## src/rtl/mult_div_unit.sv

```systemverilog
// rtl/mult_div_unit.sv - iterative MULT/MULTU/DIV/DIVU unit with architectural HI/LO registers
//
// Purpose: one shift-add (multiply) or restoring shift-subtract (divide) step
// per cycle. Signed operands are reduced to magnitudes on entry and the signs
// are reapplied in a single FIX cycle. HI/LO only change in FIX, on MTHI/MTLO
// while idle, or on reset.
//
// Optional feature macro: MDU_EARLY_OUT_EN
//   defined   - multiplies leave CALC as soon as the remaining multiplier
//               bits are all zero; FIX right-aligns the partial product.
//   undefined - every operation runs exactly ITERS iterations.
//
// Ports:
//   clk, rst        clock, synchronous active-high reset
//   start, op       begin operation (IDLE only); 00 MULTU 01 MULT 10 DIVU 11 DIV
//   a, b            rs / rt operands
//   mthi, mtlo      write wdata to HI / LO (IDLE only, start has priority)
//   wdata           MTHI/MTLO data
//   busy            operation in progress
//   done            one-cycle pulse after HI/LO are written by an operation
//   div_by_zero     sticky, set by divide with b==0, cleared by next start
//   hi, lo          HI / LO registers
module mult_div_unit #(
  parameter int WIDTH = 32,
  parameter int ITERS = 32
) (
  input  logic             clk,
  input  logic             rst,
  input  logic             start,
  input  logic [1:0]       op,
  input  logic [WIDTH-1:0] a,
  input  logic [WIDTH-1:0] b,
  input  logic             mthi,
  input  logic             mtlo,
  input  logic [WIDTH-1:0] wdata,
  output logic             busy,
  output logic             done,
  output logic             div_by_zero,
  output logic [WIDTH-1:0] hi,
  output logic [WIDTH-1:0] lo
);

  localparam int CW = $clog2(ITERS) + 1;

  typedef enum logic [1:0] {IDLE, CALC, FIX} state_t;

  state_t             state_q, state_d;
  logic [CW-1:0]      cnt_q, cnt_d;
  logic               div_q, div_d;
  logic               neg_q, neg_d;     // negate product / quotient in FIX
  logic               rneg_q, rneg_d;   // negate remainder in FIX
  logic               zero_q, zero_d;   // divide by zero in flight
  logic [WIDTH-1:0]   opnd_q, opnd_d;   // multiplicand or divisor magnitude
  logic [2*WIDTH-1:0] prod_q, prod_d;   // product, or remainder:quotient
  logic [WIDTH-1:0]   hi_q, hi_d, lo_q, lo_d;
  logic               done_q, done_d;
  logic               dbz_q, dbz_d;

  logic               a_neg, b_neg;
  logic [WIDTH-1:0]   a_mag, b_mag;
  logic [WIDTH:0]     mul_sum;
  logic [2*WIDTH-1:0] mul_next;
  logic [WIDTH:0]     div_shift;
  logic [WIDTH-1:0]   div_diff;
  logic               div_ge;
  logic [2*WIDTH-1:0] div_next;
  logic               last_iter;
  logic               early;
  logic [2*WIDTH-1:0] fix_prod;
  logic [2*WIDTH-1:0] mul_res;
  logic [WIDTH-1:0]   quot, rem;

  always_comb begin
    // Negating the most negative value wraps to itself, which is the correct
    // unsigned magnitude.
    a_neg = op[0] & a[WIDTH-1];
    b_neg = op[0] & b[WIDTH-1];
    a_mag = a_neg ? -a : a;
    b_mag = b_neg ? -b : b;

    // Multiply step: add on multiplier LSB, then shift right including carry.
    mul_sum  = {1'b0, prod_q[2*WIDTH-1:WIDTH]} + {1'b0, opnd_q};
    mul_next = prod_q[0] ? {mul_sum, prod_q[WIDTH-1:1]}
                         : {1'b0, prod_q[2*WIDTH-1:1]};

    // Restoring divide step; the shifted remainder needs one extra bit.
    div_shift = prod_q[2*WIDTH-1:WIDTH-1];
    div_ge    = div_shift >= {1'b0, opnd_q};
    div_diff  = div_shift[WIDTH-1:0] - opnd_q;
    div_next  = div_ge ? {div_diff, prod_q[WIDTH-2:0], 1'b1}
                       : {div_shift[WIDTH-1:0], prod_q[WIDTH-2:0], 1'b0};

    last_iter = (cnt_q == CW'(ITERS - 1));

`ifdef MDU_EARLY_OUT_EN
    // Unconsumed multiplier bits sit below the partial product in the low
    // half; once they are all zero the remaining steps would only shift.
    early    = !div_q && ((mul_next[WIDTH-1:0] & ({WIDTH{1'b1}} >> (cnt_q + CW'(1)))) == '0);
    fix_prod = prod_q >> (CW'(ITERS) - cnt_q);
`else
    early    = 1'b0;
    fix_prod = prod_q;
`endif

    mul_res = neg_q  ? -fix_prod : fix_prod;
    quot    = neg_q  ? -prod_q[WIDTH-1:0] : prod_q[WIDTH-1:0];
    rem     = rneg_q ? -prod_q[2*WIDTH-1:WIDTH] : prod_q[2*WIDTH-1:WIDTH];
  end

  always_comb begin
    state_d = state_q;
    cnt_d   = cnt_q;
    div_d   = div_q;
    neg_d   = neg_q;
    rneg_d  = rneg_q;
    zero_d  = zero_q;
    opnd_d  = opnd_q;
    prod_d  = prod_q;
    hi_d    = hi_q;
    lo_d    = lo_q;
    done_d  = 1'b0;
    dbz_d   = dbz_q;

    case (state_q)
      IDLE: begin
        if (start) begin
          cnt_d  = '0;
          div_d  = op[1];
          neg_d  = a_neg ^ b_neg;
          rneg_d = a_neg;
          zero_d = op[1] && (b == '0);
          dbz_d  = 1'b0;
          if (op[1]) begin
            opnd_d = b_mag;
            // Divide by zero parks the original dividend in the upper half.
            prod_d = (b == '0) ? {a, {WIDTH{1'b0}}} : {{WIDTH{1'b0}}, a_mag};
          end else begin
            opnd_d = a_mag;
            prod_d = {{WIDTH{1'b0}}, b_mag};
          end
          state_d = (op[1] && (b == '0)) ? FIX : CALC;
        end else begin
          if (mthi) hi_d = wdata;
          if (mtlo) lo_d = wdata;
        end
      end
      CALC: begin
        prod_d = div_q ? div_next : mul_next;
        cnt_d  = cnt_q + CW'(1);
        if (last_iter || early) state_d = FIX;
      end
      FIX: begin
        state_d = IDLE;
        done_d  = 1'b1;
        if (zero_q) begin
          hi_d  = prod_q[2*WIDTH-1:WIDTH];
          lo_d  = {WIDTH{1'b1}};
          dbz_d = 1'b1;
        end else if (div_q) begin
          hi_d = rem;
          lo_d = quot;
        end else begin
          hi_d = mul_res[2*WIDTH-1:WIDTH];
          lo_d = mul_res[WIDTH-1:0];
        end
      end
      default: state_d = IDLE;
    endcase
  end

  always_ff @(posedge clk) begin
    if (rst) begin
      state_q <= IDLE;
      cnt_q   <= '0;
      div_q   <= 1'b0;
      neg_q   <= 1'b0;
      rneg_q  <= 1'b0;
      zero_q  <= 1'b0;
      opnd_q  <= '0;
      prod_q  <= '0;
      hi_q    <= '0;
      lo_q    <= '0;
      done_q  <= 1'b0;
      dbz_q   <= 1'b0;
    end else begin
      state_q <= state_d;
      cnt_q   <= cnt_d;
      div_q   <= div_d;
      neg_q   <= neg_d;
      rneg_q  <= rneg_d;
      zero_q  <= zero_d;
      opnd_q  <= opnd_d;
      prod_q  <= prod_d;
      hi_q    <= hi_d;
      lo_q    <= lo_d;
      done_q  <= done_d;
      dbz_q   <= dbz_d;
    end
  end

  assign busy        = (state_q != IDLE);
  assign done        = done_q;
  assign div_by_zero = dbz_q;
  assign hi          = hi_q;
  assign lo          = lo_q;

endmodule

```

## config.mk

```make
export PLATFORM = sky130hd
export DESIGN_NAME = mult_div_unit
export DESIGN_NICKNAME = d
export VERILOG_FILES = /design/src/rtl/mult_div_unit.sv
export SDC_FILE = /design/constraint.sdc
export NUM_CORES = 1
export LEC_CHECK = 0
export ABC_AREA = 0
export CORE_MARGIN = 2
export CORE_UTILIZATION = 59
export CTS_BUF_LIST = sky130_fd_sc_hd__clkbuf_8
export DETAILED_ROUTE_END_ITERATION = 10
export HOLD_SLACK_MARGIN = 0.03
export MAX_ROUTING_LAYER = met4
export PLACE_DENSITY_LB_ADDON = 0.1
export SYNTH_ARGS = -nofsm -noshare
export SYNTH_HDL_FRONTEND = slang
export SYNTH_SLANG_ARGS = --single-unit
```

## constraint.sdc

```tcl
create_clock -name clk -period 8.44 [get_ports clk]
set_clock_uncertainty 0.2 [all_clocks]
set_input_delay 1.688 -clock clk [delete_from_list [all_inputs] [get_ports clk]]
set_output_delay 1.688 -clock clk [all_outputs]
set_load 0.01 [all_outputs]
```

==> impl_results.md <==
* Status: finished clean
* Mux contribution to synthesized area at 0.0505
* DRT iter0 DRCs at 2,514
* Yosys reg bits at 174
* Largest net degree at the start of global routing at 103
* Detailed Routing Iterations Pass 1 at 8
* Commonest non-fill, non-tap cell in the layout: nor2_1
* Synth unique cells at 80
* Critical path arrival at a little under 6 ns
* Sequential share of the synthesized area at 0.227
* CP max stage cell: or4_4
* Synth warn at 0
* Post-CTS Setup Bufs at 0
* Tmin final at 5.56 ns
* Rel. slew slack at 0.145
* DP Wirelength at around 45,000 um
* Final period utilization at 0.659
* ANT nets after route at 0
* Num CTS Buffers at 17
* Routed wire length at 59,700 um
* Vias in the first global route at 15,600
* Setup Viol. Count Final at 0
* Reg clk slew, reported paths at 0.12 ns
* Placed cell area at 17,000 um2
* Setup CP Type: primary input to flop
* Htree depth at 4
* Simple-gate share of the synthesized area at 0.210
* Die ar. at 27,300 um2
* Synth-to-layout area growth at 13.4%
* MaxCap Viol Count at 0
* VDD IR max at 0.107 mV
* Die width at ~170 um
* Crit path launch type: primary input
* Setup_tns at 0 ns
* Gp weighted congestion at approximately 1.0
* Root buf cell: clkbuf_8
* Clock buffer depth at 2
* Main combinational cell family by area after synthesis: compound AO/OA/AOI/OAI gates
* Clock sink count at 174
* Lkg Pwr at 6.55 nW
* Mean Syn Cell Area at 7.25 um2
* CP Cell Sequence: clkdlybuf4s50_1 > inv_1 > ha_1 > nor4b_1 > nand3_1 > or4_4 > or4_4 > nor2_4 > a221oi_1 > or3_1 > a211oi_1
* Final instance area at 17,400 um2
* Worst min path class: flop to flop
* GRT Util Overall at 0.438
* IO Pins at between 150 and 200
* DRC Markers at 0
* FP Rows at 59
* Synth Area in Compound Gates at 0.301
* Fin util at 0.675
* Final hold violation count at 0
* Synth Area in Adders at 0.0589
* Post-synth top flop: dfxtp_1
* Cell mode on critical path: or4_4
* CP endpoint kind: flop
* NumNets Final at 2,341
* Core ar. at approximately 26,000 um2
* Worst path max stage delay at 0.63 ns
* CTS tree: yes
* CP required at 8.66 ns
* Max-slew violations at 0
* Grt ovf at 0
* Total power at 3.02 mW
* Hold slack at 0.271 ns
* RSZ-0062 raised after global routing: false
* CP top delay family: simple AND/OR/NAND/NOR gates
* Fmax at between 150 and 200 MHz
* N_diodes at 0
* Clock latency on the worst-skew pair at 0.50 ns
* Worst Tran Pin Value at 1.28 ns
* Post-synth EDFFs at 0
* Layout cells sized above 1 at 0.0477
* CP bufs+invs at 2
* Most frequent cells in the layout: 226 x nor2_1, 202 x nand2_1, 192 x a21oi_1
* Initial core utilization at 0.595
* Power per cell area at 173 nW/um2
* CP max FO at 24
* Cell count after synthesis at 2,117
* Global-route wire length before repair at 89,100 um
* # hold bufs at CTS at 0
* Chip Height at roughly 170 um
* Initial antenna violation count at 1
* Synth Cell Area at 15,300 um2
* Via density at 6.86
* Post-synthesis xor/xnor area fraction at 0.0931
* Async set or reset register ratio after synthesis at 0
* IO Port Bufs at 169
* Wire per inst at 23.7 um
* Via Count at 17,200
* Syn_nets at between 2,000 and 2,500
* CTS resizes at 0
## synth_stat cells, types with 6 or more instances
cell | number | area, um2
nor2_1 | 228 | 856
nand2_1 | 203 | 762
a21oi_1 | 192 | 961
dfxtp_1 | 174 | 3480
clkbuf_1 | 134 | 503
o21ai_0 | 124 | 621
xnor2_1 | 93 | 815
inv_1 | 77 | 289
a211oi_1 | 74 | 556
xor2_1 | 70 | 613
ha_1 | 69 | 863
mux2i_1 | 56 | 561
nor3_1 | 54 | 270
nand3_1 | 38 | 190
o211ai_1 | 36 | 270
o22ai_1 | 32 | 200
a31oi_1 | 29 | 181
o31ai_1 | 25 | 188
or3_1 | 25 | 156
a311oi_1 | 24 | 210
nor4_1 | 24 | 150
a21o_1 | 23 | 173
nor2b_1 | 22 | 138
nand2b_1 | 20 | 125
mux2_2 | 19 | 214
o41ai_1 | 19 | 166
a22oi_1 | 18 | 135
buf_1 | 15 | 56.3
a221oi_1 | 14 | 123
and3_1 | 14 | 87.6
o21a_1 | 14 | 105
or4_1 | 14 | 105
nand4_1 | 11 | 68.8
o21bai_1 | 10 | 75.1
and2_1 | 9 | 56.3
buf_2 | 6 | 30.0
nand3b_1 | 6 | 45.0
o31a_1 | 6 | 52.6
## state kept, by name, indices dropped and copies added, names as in the netlist, 2 cells and up
name      count
lo           32
opnd_q       32
state_q       2
hi           32
fix_prod     64
cnt_q         6
## final timing paths
kind,cells past startpoint,end,from,slack [ns]
max,11,fix_prod[57],b[0],2.88
min,2,div_by_zero,div_by_zero,0.27
max reg2reg,11,fix_prod[52],fix_prod[33],3.65
min reg2reg,2,div_by_zero,div_by_zero,0.27
## cells by family after synthesis
| logic type | count (synthesis) |
|---|---|
| AO/OA/AOI/OAI | 705 |
| XOR/XNOR | 163 |
| adder cells (fa/ha/maj) | 71 |
| buffers and inverters | 236 |
| flip-flops | 174 |
| multiplexers | 75 |
| AND/OR/NAND/NOR | 693 |
## metal layers
metal / vias up / share of wire / track usage
met5: - / 0 / -
met2: 1165 / 0.43 / 0.666
met3: 247 / 0.11 / 0.0729
met4: 0 / 0.072 / 0.270
li1: 7847 / - / -
met1: 7988 / 0.39 / 0.544
## through the flow
stage | std cells | setup WS, ns
4_1_cts | 2514 | 2.98
5_1_grt | 2514 | 2.73
6_report | 2514 | 2.88
3_3_place_gp | 2483 | 2.55
3_5_place_dp | 2483 | 2.46
2_1_floorplan | 2117 | 3.87
## area by class of cell
class / count / area [um2]
multi-input combinational: 1707 / 11000
sequential: 174 / 3480
fill: 2279 / 8370
clock inverter: 14 / 149
tap: 335 / 419
inverter: 77 / 289
clock buffer: 17 / 234
timing repair buffer: 190 / 1840
## worst register-to-register path, stage by stage, from the launching register on
cell and delay, ns:
dfxtp_1 0.66, ha_1 0.40, o21a_1 0.20, o31a_1 0.17
o311ai_1 0.65, and3_1 0.32, o21ai_1 0.20, o31ai_4 0.22
buf_4 0.31, nand2_1 0.54, mux2_2 0.48, a311o_1 0.34
## where the power goes
part           leakage, nW  switching, mW  internal [mW]  total, mW
logic                 4.93          0.829          0.548       1.38
registers             1.43          0.142          0.900       1.04
clock network        0.183          0.378          0.218      0.596
Power figures use the tool's default switching activity.
